`src/rtl/sevenseg_pkg.sv`:
```
// Shared seven-segment definitions: active-low segment codes {a..g}, blank code,
// and the scan FSM state type. Used by both the encoder and the scan decoder.
package sevenseg_pkg;

    localparam int SEG_W = 7;
    localparam logic [SEG_W-1:0] SEG_BLANK_N = 7'h7F;

    localparam logic [SEG_W-1:0] SEG_N_0 = 7'h01;
    localparam logic [SEG_W-1:0] SEG_N_1 = 7'h4F;
    localparam logic [SEG_W-1:0] SEG_N_2 = 7'h12;
    localparam logic [SEG_W-1:0] SEG_N_3 = 7'h06;
    localparam logic [SEG_W-1:0] SEG_N_4 = 7'h4C;
    localparam logic [SEG_W-1:0] SEG_N_5 = 7'h24;
    localparam logic [SEG_W-1:0] SEG_N_6 = 7'h20;
    localparam logic [SEG_W-1:0] SEG_N_7 = 7'h0F;
    localparam logic [SEG_W-1:0] SEG_N_8 = 7'h00;
    localparam logic [SEG_W-1:0] SEG_N_9 = 7'h04;
    localparam logic [SEG_W-1:0] SEG_N_A = 7'h08;
    localparam logic [SEG_W-1:0] SEG_N_B = 7'h60;
    localparam logic [SEG_W-1:0] SEG_N_C = 7'h31;
    localparam logic [SEG_W-1:0] SEG_N_D = 7'h42;
    localparam logic [SEG_W-1:0] SEG_N_E = 7'h30;
    localparam logic [SEG_W-1:0] SEG_N_F = 7'h38;

    typedef enum logic [1:0] {
        IDLE,
        SETTLE,
        LOCKED
    } scan_state_t;

endpackage

```
`src/rtl/sevenseg_pattern_decode.sv`:
```
// Combinational inverse of the hex encoder: active-low segment pattern to nibble.
// Any pattern outside the 16 legal codes reports illegal with nibble 0.
module sevenseg_pattern_decode
    import sevenseg_pkg::*;
(
    input  logic [SEG_W-1:0] seg_n,
    output logic [3:0]       nibble,
    output logic             illegal
);

    always_comb begin
        nibble  = 4'h0;
        illegal = 1'b0;
        case (seg_n)
            SEG_N_0: nibble = 4'h0;
            SEG_N_1: nibble = 4'h1;
            SEG_N_2: nibble = 4'h2;
            SEG_N_3: nibble = 4'h3;
            SEG_N_4: nibble = 4'h4;
            SEG_N_5: nibble = 4'h5;
            SEG_N_6: nibble = 4'h6;
            SEG_N_7: nibble = 4'h7;
            SEG_N_8: nibble = 4'h8;
            SEG_N_9: nibble = 4'h9;
            SEG_N_A: nibble = 4'hA;
            SEG_N_B: nibble = 4'hB;
            SEG_N_C: nibble = 4'hC;
            SEG_N_D: nibble = 4'hD;
            SEG_N_E: nibble = 4'hE;
            SEG_N_F: nibble = 4'hF;
            default: illegal = 1'b1;
        endcase
    end

endmodule

```
`src/rtl/sevenseg_scan_decoder.sv`:
```
// Monitors a multiplexed active-low seven-segment bus, captures each digit once it
// has been stable long enough, and presents the assembled value on valid/ready.
module sevenseg_scan_decoder
    import sevenseg_pkg::*;
#(
    parameter int NUM_DIGITS    = 4,
    parameter int STABLE_CYCLES = 4
) (
    input  logic                    clk,
    input  logic                    reset,
    input  logic [SEG_W-1:0]        seg_n,
    input  logic [NUM_DIGITS-1:0]   an_n,
    input  logic                    out_ready,
    output logic                    out_valid,
    output logic [4*NUM_DIGITS-1:0] out_value,
    output logic [NUM_DIGITS-1:0]   out_err,
    output logic                    overrun
);

    localparam int CNT_W = $clog2(STABLE_CYCLES + 1);
    localparam int BUS_W = NUM_DIGITS + SEG_W;
    localparam int IDX_W = (NUM_DIGITS > 1) ? $clog2(NUM_DIGITS) : 1;
    localparam logic [CNT_W-1:0] CNT_TARGET = CNT_W'(STABLE_CYCLES);

    logic [BUS_W-1:0]      sync1_reg, sync2_reg, prev_reg;
    logic [SEG_W-1:0]      seg_bus;
    logic [NUM_DIGITS-1:0] an_low;
    logic [3:0]            dec_nibble;
    logic                  dec_illegal;

    scan_state_t           state_reg;
    logic [CNT_W-1:0]      cnt_reg, cnt_inc, run_len;
    logic                  same, onehot, hold, capture;
    logic [IDX_W-1:0]      cap_idx;

    logic [3:0]            slot_reg [NUM_DIGITS];
    logic [NUM_DIGITS-1:0] slot_err_reg, captured_reg, hit;
    logic [4*NUM_DIGITS-1:0] slot_flat;
    logic                  frame_done;

    // Idle level of the synchronizer is "blank, no digit selected".
    always_ff @(posedge clk or negedge reset) begin
        if (!reset) begin
            sync1_reg <= '1;
            sync2_reg <= '1;
            prev_reg  <= '1;
        end else begin
            sync1_reg <= {an_n, seg_n};
            sync2_reg <= sync1_reg;
            prev_reg  <= sync2_reg;
        end
    end

    assign seg_bus = sync2_reg[SEG_W-1:0];
    assign an_low  = ~sync2_reg[BUS_W-1:SEG_W];

    sevenseg_pattern_decode u_decode (
        .seg_n   (seg_bus),
        .nibble  (dec_nibble),
        .illegal (dec_illegal)
    );

    always_comb begin
        cap_idx = '0;
        for (int i = 0; i < NUM_DIGITS; i++) begin
            if (an_low[i]) cap_idx = IDX_W'(i);
        end
    end

    assign onehot  = (an_low != '0) && ((an_low & (an_low - 1'b1)) == '0);
    assign same    = (sync2_reg == prev_reg);
    assign hold    = (state_reg == LOCKED) && same;
    assign cnt_inc = (cnt_reg == CNT_TARGET) ? cnt_reg : cnt_reg + 1'b1;
    // Length of the current run of identical samples, including this one.
    assign run_len = (state_reg != IDLE && same) ? cnt_inc : CNT_W'(1);
    assign capture = onehot && !hold && (run_len == CNT_TARGET);

    always_ff @(posedge clk or negedge reset) begin
        if (!reset) begin
            state_reg <= IDLE;
            cnt_reg   <= '0;
        end else if (hold) begin
            state_reg <= LOCKED;
        end else if (!onehot) begin
            state_reg <= IDLE;
            cnt_reg   <= '0;
        end else if (capture) begin
            state_reg <= LOCKED;
            cnt_reg   <= run_len;
        end else begin
            state_reg <= SETTLE;
            cnt_reg   <= run_len;
        end
    end

    generate
        for (genvar gi = 0; gi < NUM_DIGITS; gi++) begin : g_slot
            assign hit[gi] = capture && (cap_idx == IDX_W'(gi));
            assign slot_flat[4*gi +: 4] = slot_reg[gi];
        end
    endgenerate

    assign frame_done = &captured_reg;

    // A capture landing on the completion cycle belongs to the next frame.
    always_ff @(posedge clk or negedge reset) begin
        if (!reset) begin
            captured_reg <= '0;
            slot_err_reg <= '0;
            for (int i = 0; i < NUM_DIGITS; i++) slot_reg[i] <= 4'h0;
        end else begin
            captured_reg <= (frame_done ? '0 : captured_reg) | hit;
            for (int i = 0; i < NUM_DIGITS; i++) begin
                if (hit[i]) begin
                    slot_reg[i]     <= dec_nibble;
                    slot_err_reg[i] <= dec_illegal;
                end
            end
        end
    end

    always_ff @(posedge clk or negedge reset) begin
        if (!reset) begin
            out_valid <= 1'b0;
            out_value <= '0;
            out_err   <= '0;
            overrun   <= 1'b0;
        end else if (frame_done) begin
            out_valid <= 1'b1;
            out_value <= slot_flat;
            out_err   <= slot_err_reg;
            if (out_valid && !out_ready) overrun <= 1'b1;
        end else if (out_valid && out_ready) begin
            out_valid <= 1'b0;
        end
    end

endmodule

```
`config.mk`:
```
export PLATFORM = sky130hd
export DESIGN_NAME = sevenseg_scan_decoder
export DESIGN_NICKNAME = d
export VERILOG_FILES = /design/src/rtl/sevenseg_pkg.sv /design/src/rtl/sevenseg_pattern_decode.sv /design/src/rtl/sevenseg_scan_decoder.sv
export SDC_FILE = /design/constraint.sdc
export NUM_CORES = 1
export LEC_CHECK = 0
export CAP_MARGIN = 10
export CORE_MARGIN = 1.5
export CORE_UTILIZATION = 56
export DETAILED_ROUTE_END_ITERATION = 7
export PLACE_DENSITY = 0.86
export SLEW_MARGIN = 15
export SYNTH_ARGS = -nofsm -noshare
export SYNTH_HDL_FRONTEND = slang
export SYNTH_SLANG_ARGS = --single-unit
```
`constraint.sdc`:
```
create_clock -name clk -period 3.3 [get_ports clk]
set_input_delay 0.33 -clock clk [delete_from_list [all_inputs] [get_ports clk]]
set_output_delay 0.33 -clock clk [all_outputs]
set_load 0.005 [all_outputs]
```
Word-level counts from Yosys, hierarchy flattened
Index checks and enable logic that the tools add are counted.

storage, ports and cells
  register bits after elaboration = 84
  bits in latches = 0
  bits in writable memories = 0
  ROM bits = 0
  bits of input ports = 14
  output and inout bits = 22
  word-level logic and storage cells = 81
  memories kept = 0

cells by class
  add/sub/neg operators = 2
  multipliers = 0
  divide/modulo/power cells = 0
  order comparisons = 0
  equal/unequal tests = 22
  shifts and indexed selects = 0
  muxes and demuxes = 14
  bitwise operators = 3
  reductions and logical operators = 22

operators with widths
  cell                number
  $pmux 4 s15         1
  $eq 7x6->1 const B  5
  $eq 7x7->1 const B  4
  $reduce_or 16->1    1
  $eq 7x3->1 const B  2
  $eq 7x4->1 const B  2
  $eq 11x11->1        1
  $logic_and 1x1->1   11
  $mux 2              5
  $mux 3              3
  $eq 7x1->1 const B  1
  $eq 7x5->1 const B  1
  $logic_not 7->1     1
  $eq 2x2->1 const B  3
  $eq 3x3->1 const B  2
  $reduce_and 5->1    1
  $and 4x4->4         1
  $logic_not 4->1     1
  $mux 1              4
  $mux 4              1
  $not 4->4           1
  $or 4x4->4          1
  $reduce_and 4->1    1
  $reduce_bool 2->1   2
  6 further kinds     7

Logic depth before layout (Yosys ltp)
Gate-level depths: netlist (run 1).

  word-level depth = 10
  mapped depth = 8
  gate-level depth less buffers = 7

Modules after synthesis
Synthesis (run 1) repeated with hierarchy kept, for this count alone.

unflattened totals
  cell total of the unflattened synthesis = 246
  area, all modules = 3494.6 um^2

by module, submodules not included
  module                   instances  cells an instance  area an instance (um^2)  sequential area each (um^2)
  sevenseg_scan_decoder    1          190                3133.0                   2143.3
  sevenseg_pattern_decode  1          56                 361.6                    0.0

Worst setup path before layout (run 1)
OpenSTA, ideal clock, no wires.

  path kind = register -> register
  from = register cnt_reg[0]
  to = register slot_err_reg[0]
  setup time = 0.125 ns
  data arrival time = 2.229 ns
  required time = 3.175 ns
  setup slack = 0.946 ns
  cell stages (with the launch flop) = 9
  path buffers = 1
  cell sequence = dfrtp_1 > inv_2 > ha_1 > nor4b_1 > o21a_1 > o221ai_2 > or4_1 > buf_4 > mux2_4

on the way
  longest elaborated chain between the ends = 6

ends and longest elaborated chain
  item                                              line                          source
  start, declared                                   sevenseg_scan_decoder.sv:32   logic [CNT_W-1:0] cnt_reg, cnt_inc, run_len;
  start signal, assigned                            sevenseg_scan_decoder.sv:89   cnt_reg <= run_len;
  start signal, assigned                            sevenseg_scan_decoder.sv:92   cnt_reg <= run_len;
  $add 3x1->3 / $eq 3x3->1 (equally long branches)  sevenseg_scan_decoder.sv:73   assign cnt_inc = (cnt_reg == CNT_TARGET) ? cnt_reg : cnt_reg + 1'b1;
  $mux 3 (*)                                        sevenseg_scan_decoder.sv:73
  $mux 3 (*)                                        sevenseg_scan_decoder.sv:75   assign run_len = (state_reg != IDLE && same) ? cnt_inc : CNT_W'(1);
  $eq 3x3->1 (*)                                    sevenseg_scan_decoder.sv:76   assign capture = onehot && !hold && (run_len == CNT_TARGET);
  $logic_and 1x1->1 (*)                             sevenseg_scan_decoder.sv:76
  $logic_and 1x1->1 (*)                             sevenseg_scan_decoder.sv:98   assign hit[gi] = capture && (cap_idx == IDX_W'(gi));
  end signal, assigned by index                     sevenseg_scan_decoder.sv:116  slot_err_reg[i] <= dec_illegal;
  end, declared                                     sevenseg_scan_decoder.sv:37   logic [NUM_DIGITS-1:0] slot_err_reg, captured_reg, hit;

Every way passes the cells marked *; elsewhere a longest branch is shown, timed or not.
A chain may end at the register's enable or synchronous reset.

Final worst setup path (run 1)
  from = register sync2_reg[2]
  to = register slot_reg, in the netlist slot_flat[3]

on the way
  longest elaborated chain between the ends = 6

ends and longest elaborated chain
  item                                                    line                                                      source
  start, declared                                         sevenseg_scan_decoder.sv:25                               logic [BUS_W-1:0] sync1_reg, sync2_reg, prev_reg;
  start signal, assigned                                  sevenseg_scan_decoder.sv:49                               sync2_reg <= sync1_reg;
  $eq 11x11->1                                            sevenseg_scan_decoder.sv:71                               assign same = (sync2_reg == prev_reg);
  $logic_and 1x1->1, on equally long branches             sevenseg_scan_decoder.sv:75, sevenseg_scan_decoder.sv:72
  $mux 3 / $logic_not 1->1 (equally long branches)        sevenseg_scan_decoder.sv:75, sevenseg_scan_decoder.sv:76
  $eq 3x3->1 / $logic_and 1x1->1 (equally long branches)  sevenseg_scan_decoder.sv:76
  $logic_and 1x1->1                                       sevenseg_scan_decoder.sv:76
  $logic_and 1x1->1                                       sevenseg_scan_decoder.sv:98
  end signal, assigned by index                           sevenseg_scan_decoder.sv:115                              slot_reg[i] <= dec_nibble;
  end, declared                                           sevenseg_scan_decoder.sv:36                               logic [3:0] slot_reg [NUM_DIGITS];

Several ways; a longest one is shown, not always the timed one.

==> results of run 1 <==
## power by group through the flow
stage / clock (uW) / combinational, uW / sequential [uW]
finish: 784 / 93.8 / 1100
global placement: 0 / 91.0 / 1120
floorplan: 0 / 67.8 / 1100
global route: 849 / 105 / 1110
CTS: 807 / 95.9 / 1100
detailed placement: 0 / 95.5 / 1120
## logic make-up (layout without fill, tap and decap cells)
kind of cell | count (synthesis) | after routing | synth area share, %
AOI/OAI and AO/OA | 31 | 31 | 6.543
xor gates and xnor gates | 13 | 13 | 3.468
adders and majority gates | 2 | 2 | 0.7149
buffers and inverters | 18 | 56 | 2.538
DFF | 84 | 84 | 61.24
muxes | 40 | 40 | 13.41
and+or+nand+nor | 58 | 58 | 12.08
## critical path: stages, from the launching register on
cell	delay, ns
dfstp_2	0.70
xor2_1	0.13
nor4_2	0.37
nand3_4	0.20
or4_1	0.69
mux2_4	0.36
## synthesized netlist by cell type (3+ instances only)
cell,number
dfrtp_1,51
mux2_2,34
dfstp_2,33
nand2_1,12
xor2_1,12
clkbuf_1,9
nand3_1,6
mux2_4,5
a21oi_1,4
nor3_1,4
nor4b_1,4
o21ai_0,4
a21o_1,3
inv_1,3
nor2_1,3
nor3b_1,3
nor4_4,3
o21a_1,3
## final cells by class
| class | instances | share of cell area (%) |
|---|---|---|
| Multi-Input combinational cell | 144 | 30.93 |
| Sequential cell | 84 | 52.31 |
| Clock buffer | 11 | 3.450 |
| Timing Repair Buffer | 37 | 8.855 |
| Inverter | 4 | 0.3664 |
| Clock inverter | 4 | 1.802 |
| Tap cell | 75 | 2.290 |
## per-layer routing
layer	part of all wire (%)	wire, um	GRT usage (%)	vias to the layer above
met4	1.5	85	7.627	0
met1	44	2538	24.93	1057
met5	0	0	0	-
li1	-	-	-	953
met3	3.9	224	7.333	9
met2	51	2953	30.25	46
## how the worst max path moves through the flow
stage / startpoint / to / slack, ns / cells past startpoint
final: sync2_reg[2] / slot_flat[3] / 0.73 / 5
after global routing: cnt_reg[0] / slot_flat[2] / 0.58 / 6
after CTS: sync2_reg[2] / slot_flat[0] / 0.72 / 5
after detailed placement: sync2_reg[2] / slot_flat[3] / 0.73 / 5
after global placement: sync2_reg[2] / slot_flat[1] / 0.80 / 5
after floorplan: cnt_reg[0] / slot_err_reg[0] / 0.95 / 8
## metrics by stage
step                      instance area, um2  hold slack (ns)
final                                   4098           0.1539
after global routing                    4098           0.2368
after CTS                               4098           0.1839
after detailed placement                3882           0.3484
after global placement                  3882           0.3455
after floorplan                         3500          0.03441
==> results.md, run 1 <==
- Status: finished, final reports clean
- Number of diodes: 0
- Antenna viol nets, final: 0
- Distinct cells, synth: 52
- Area contributors post-synth: dfrtp_1 36%, dfstp_2 25%, mux2_2 11%
- Cells after Synth: 246
- Int Power: 1554 uW
- Flop pwr share: 55.7%
- Comb power frac: 4.7%
- Clk sink count: 84
- CTS tree: built
- FF-to-FF Start: sync2_reg[2]
- Final hold vios: 0
- FF+latch count, synth: 84
- Syn Nets: 262
- Hold Buf Count CTS: 0
- Root Driver: clkbuf_8
- Slew Viols, Final: 0
- Sequential area share after synthesis: 61.24%
- Via Count: 2065
- Psw: 426.9 uW
- Crit. End Element: flop
- TritonCTS Buffers: 9
- Setup Viol. Count Final: 0
- Critical path class: flop to flop
- Area of the multi-input gates: 1267 um2
- RSZ-0062 raised after global routing: no
- Measured slew at the worst slew-check pin: 0.9876 ns
- Nets: 296
- Core area: 5991 um2
- Avg Vias per Cell: 5.752
- Post-DP HPWL: 3912 um
- Layout Utilization: 68.40%
- Synth Cell Area: 3500 um2
- Final WS setup: 0.7327 ns
- Layout cells sized above 1: 35.21%
- WP data arrival: 2.80 ns
- Final min period: 2.567 ns
- HP Class: primary input to async pin
- Chip Width: 82.05 um
- Synth area leader: dfrtp_1
- Final period utilization: 77.80%
- Worst clock skew: 0.009034 ns
- Ys flop type: dfrtp_1
- Post-synth EDFFs: 0
- Critical path fanouts, max: 16
- Full die area: 6732 um2
- Routed len/inst: 16.16 um
- IO Pins: 36
- Reg-to-Reg End: slot_flat[3]
- Total track usage: 19.55%
- Number of max-cap violations: 0
- Slew headroom: 34.16%
- GPL Wtd Cong: 0.6995
- Fin Setup TNS: 0 ns
- Net Sw Frac: 21.55%
- P&R area growth vs syn: 17.09%
- Pwr Total: 1981 uW
- R2R depth: 5
- Post-CTS resize count: 0
- FFs w/ async S/R, synth: 100.0%
- Largest net degree at the start of global routing: 85
- First-pass detailed-route iteration total: 4
- Placed insts: 344
- Die height: 82.05 um
- Critical Path Start Type: flop
- Fmax: 389.5 MHz
- Initial core utilization: 58.42%
- Grt ovf: 0
- Initial antenna violation count: 0
- Initial drt markers: 124
- Postcts setup bufs: 0
- CTS Buffer Depth: 2
- Area share of the leading cell type in the synthesized netlist: 36.47%
- I/O Buffers: 35
- Non-Filler Instances: 359
- Reg2Reg Setup Slack: 0.73 ns
- Average size of a mapped cell: 14.23 um2
- LEAKAGE: 0.001819 uW
- Row count: 28
- Reg clk slew, reported paths: 0.08 ns
- Register Area: 2143 um2
- Power Dens Cells: 483.5 nW/um2
- Worst Path Required: 3.54 ns
- Vias in the first global route: 1997
- Worst-skew pair later-pin latency: 0.34 ns
- First-pass GRT wire length: 9473 um
- Fillers: 408
- Pre-CTS WS: 0.7305 ns
- Drt drc: 0
- Synthesis warning total: 0
- Max VDD drop: 0.3151 mV
- Final wirelength: 5802 um
- Clock Power Share: 39.6%
- Commonest non-fill, non-tap cell in the layout: dfrtp_1
- Most frequent cells in the layout: 51 x dfrtp_1, 34 x mux2_2, 34 x clkdlybuf4s50_1
- H-tree depth: 3
Power figures use the tool's default switching activity.
==> run 2: changes to the inputs <==
- clock period: 3.3 -> 2.37 ns (I/O delays scaled with it)
==> run 2 against run 1 <==
Register-to-register slack worse by 0.63 ns; cell count increased by 5.6%; sequential cell count unchanged; critical path depth up 4; sequential power grew 38%; first-iteration DRC count grew 12%; maximum frequency up 13%; via count rose by 4.6%; die area unchanged; routed wire length increased by 7.9%; critical path type unchanged; critical endpoint is now slot_flat[11]; largest power group unchanged.
==> results.md, run 2 (same netlist as run 1, synthesis figures left out) <==
- Status: finished, final reports clean
- Worst Hold Path EP: sync1_reg[1]
- Busiest grt layer: met2
- Total track usage: 20.88% (+1.3 points)
- Final hold vios: 0 (unchanged)
- Power Dens Cells: 636.2 nW/um2 (+32%)
- Dpl cell area: 3988 um2 (+2.7%)
- Full die area: 6732 um2 (unchanged)
- Commonest non-fill, non-tap cell in the layout: dfrtp_1
- Final min period: 2.269 ns (-0.2983 ns)
- Vias in the first global route: 2124 (+6.4%)
- GPL Wtd Cong: 0.7330 (+4.8%)
- Top cell by count, worst path: buf_6
- Routing usage on met1: 26.32% (+1.4 points)
- Met2 usage: 32.54% (+2.3 points)
- Min Hold Slack: 0.2842 ns (+0.1303 ns)
- Setup Viol. Count Final: 0 (unchanged)
- Max VDD drop: 0.4603 mV (+46%)
- TritonCTS Buffers: 9 (unchanged)
- P&R area growth vs syn: 22.10%
- FF-to-FF Start: cnt_reg[0]
- Slew Viols, Final: 0 (unchanged)
- R2R depth: 9 (+4)
- Routed len/inst: 16.52 um (+2.2%)
- Slew headroom: 47.73% (+14 points)
- Crit-path cells: buf_4 -> ha_2 -> nor4b_2 -> o21a_1 -> o221ai_2 -> buf_6 -> nor4_4 -> buf_6 -> mux2_2
- Fmax: 440.7 MHz (+13%)
- Final Cell Area: 4273 um2 (+4.3%)
- H-tree depth: 3 (unchanged)
- Reg clk slew, reported paths: 0.08 ns (about the same)
- Min-delay src: seg_n[1]
- Critical path fanouts, max: 6 (-10)
- Drt drc: 0 (unchanged)
- Hold path depth: 1
- Row count: 28 (unchanged)
- Core area: 5991 um2 (unchanged)
- First-pass GRT wire length: 10090 um (+6.5%)
- Final period utilization: 95.74% (+18 points)
- Critical path class: flop to flop
- Reg-to-Reg End: slot_flat[11]
- Reg2Reg Setup Slack: 0.10 ns (-0.63 ns)
- Grt ovf: 0 (unchanged)
- Worst-skew pair later-pin latency: 0.36 ns (+0.02 ns)
- Nets: 315 (+6.4%)
- CTS tree: built
- Worst Path Required: 2.61 ns (-0.93 ns)
- Crit. End Element: flop
- Die height: 82.05 um (unchanged)
- First-pass detailed-route iteration total: 4 (unchanged)
- CP peak stage delay: 0.41 ns (-0.29 ns)
- Number of diodes: 0 (unchanged)
- Critical Path Start Type: flop
- CTS Buffer Depth: 2 (unchanged)
- RSZ-0062 raised after global routing: no
- IO Pins: 36 (unchanged)
- Root Driver: clkbuf_8
- Via Count: 2160 (+4.6%)
- Number of max-cap violations: 0 (unchanged)
- Most frequent cells in the layout: 51 x dfrtp_1, 34 x mux2_2, 34 x clkdlybuf4s50_1
- HP Class: primary input to flop
- Layout cells sized above 1: 41.12% (+5.9 points)
- Post-DP HPWL: 4024 um (+2.9%)
- Final wirelength: 6262 um (+7.9%)
- Global routing met3 resource utilization: 6.111% (-1.2 points)
- Slowest CP cell: dfrtp_1
- Antenna viol nets, final: 0 (unchanged)
- Initial antenna violation count: 0 (unchanged)
- Largest net degree at the start of global routing: 66 (-22%)
- Chip Width: 82.05 um (unchanged)
- Clk sink count: 84 (unchanged)
- WP data arrival: 2.51 ns (-0.29 ns)
- I/O Buffers: 35 (unchanged)
- Initial drt markers: 139 (+12%)
- Avg Vias per Cell: 5.699 (-0.92%)
- LEAKAGE: 0.001910 uW (+5.0%)
- Worst clock skew: 0.01038 ns (+0.001346 ns)
- Measured slew at the worst slew-check pin: 0.7840 ns (-0.2036 ns)
- Initial core utilization: 58.42% (unchanged)
==> run 2: cell types whose count changed in the layout (fill, tap and decap cells not counted), sizes merged <==
cell / change
inv: +1
buf: +18
bufinv: -1
clkinvlp: +1
dlygate4sd3: +1
==> run 2: metal layers <==
metal,routed length [um],vias up
met5,0,-
met4,146,0
li1,-,993
met1,2671,1082
met3,287,15
met2,3156,70
==> run 2: worst max-delay path by stage <==
stage                    start               to  slack, ns  depth (start not counted)
floorplan           cnt_reg[0]  slot_err_reg[0]       0.02                          8
CTS                 cnt_reg[0]    slot_flat[11]       0.01                          9
global route        cnt_reg[0]    slot_flat[11]      0.004                          9
finish              cnt_reg[0]    slot_flat[11]       0.10                          9
global placement    cnt_reg[1]     slot_flat[1]       0.04                          7
detailed placement  cnt_reg[1]     slot_flat[3]      -0.08                          7
==> run 2: per-stage QoR <==
step	util (%)	power [uW]	cells	TNS (ns)	setup slack [ns]
2_1_floorplan	-	1628	246	0	0.01627
3_5_place_dp	66.56	1708	358	-0.6321	-0.07894
4_1_cts	70.74	2737	378	0	0.01324
5_1_grt	71.32	2828	379	0	0.004353
3_3_place_gp	66.56	1700	358	0	0.03534
6_report	71.32	2718	379	0	0.1010
==> run 2: report_power, final <==
| part | switching (uW) | leakage (uW) | total [uW] | internal [uW] |
|---|---|---|---|---|
| registers | 33.2 | 0.00106 | 1520 | 1490 |
| clock network | 503 | 0.0000999 | 1020 | 519 |
| logic | 95.5 | 0.000753 | 175 | 79.3 |
| total | 631 | 0.00191 | 2720 | 2090 |
==> run 2: area by class of cell <==
type | count | area (um2)
clock buffer | 11 | 141.4
clock inverter | 5 | 60.06
fill | 387 | 1718
inverter | 4 | 15.01
multi-input combinational | 144 | 1304
sequential | 84 | 2143
tap | 75 | 93.84
timing repair buffer | 56 | 515.5
==> run 2: repair_timing <==
| action | CTS | global route |
|---|---|---|
| hold buffers | 1 | 0 |
| gates resized for setup | 3 | 5 |
| setup endpoints to repair | 10 | 16 |
| hold endpoints to repair | 51 | 0 |
| setup buffers | 3 | 1 |
| pin swaps | 1 | 2 |
==> run 2: worst max-delay path, delay by kind of cell (launching register included) <==
family	cells	cell delay (ns)
flops	1	0.41
compound gates	2	0.28
buf+inv	3	0.46
simple gates	2	0.46
mux	1	0.34
fa+ha+maj	1	0.20
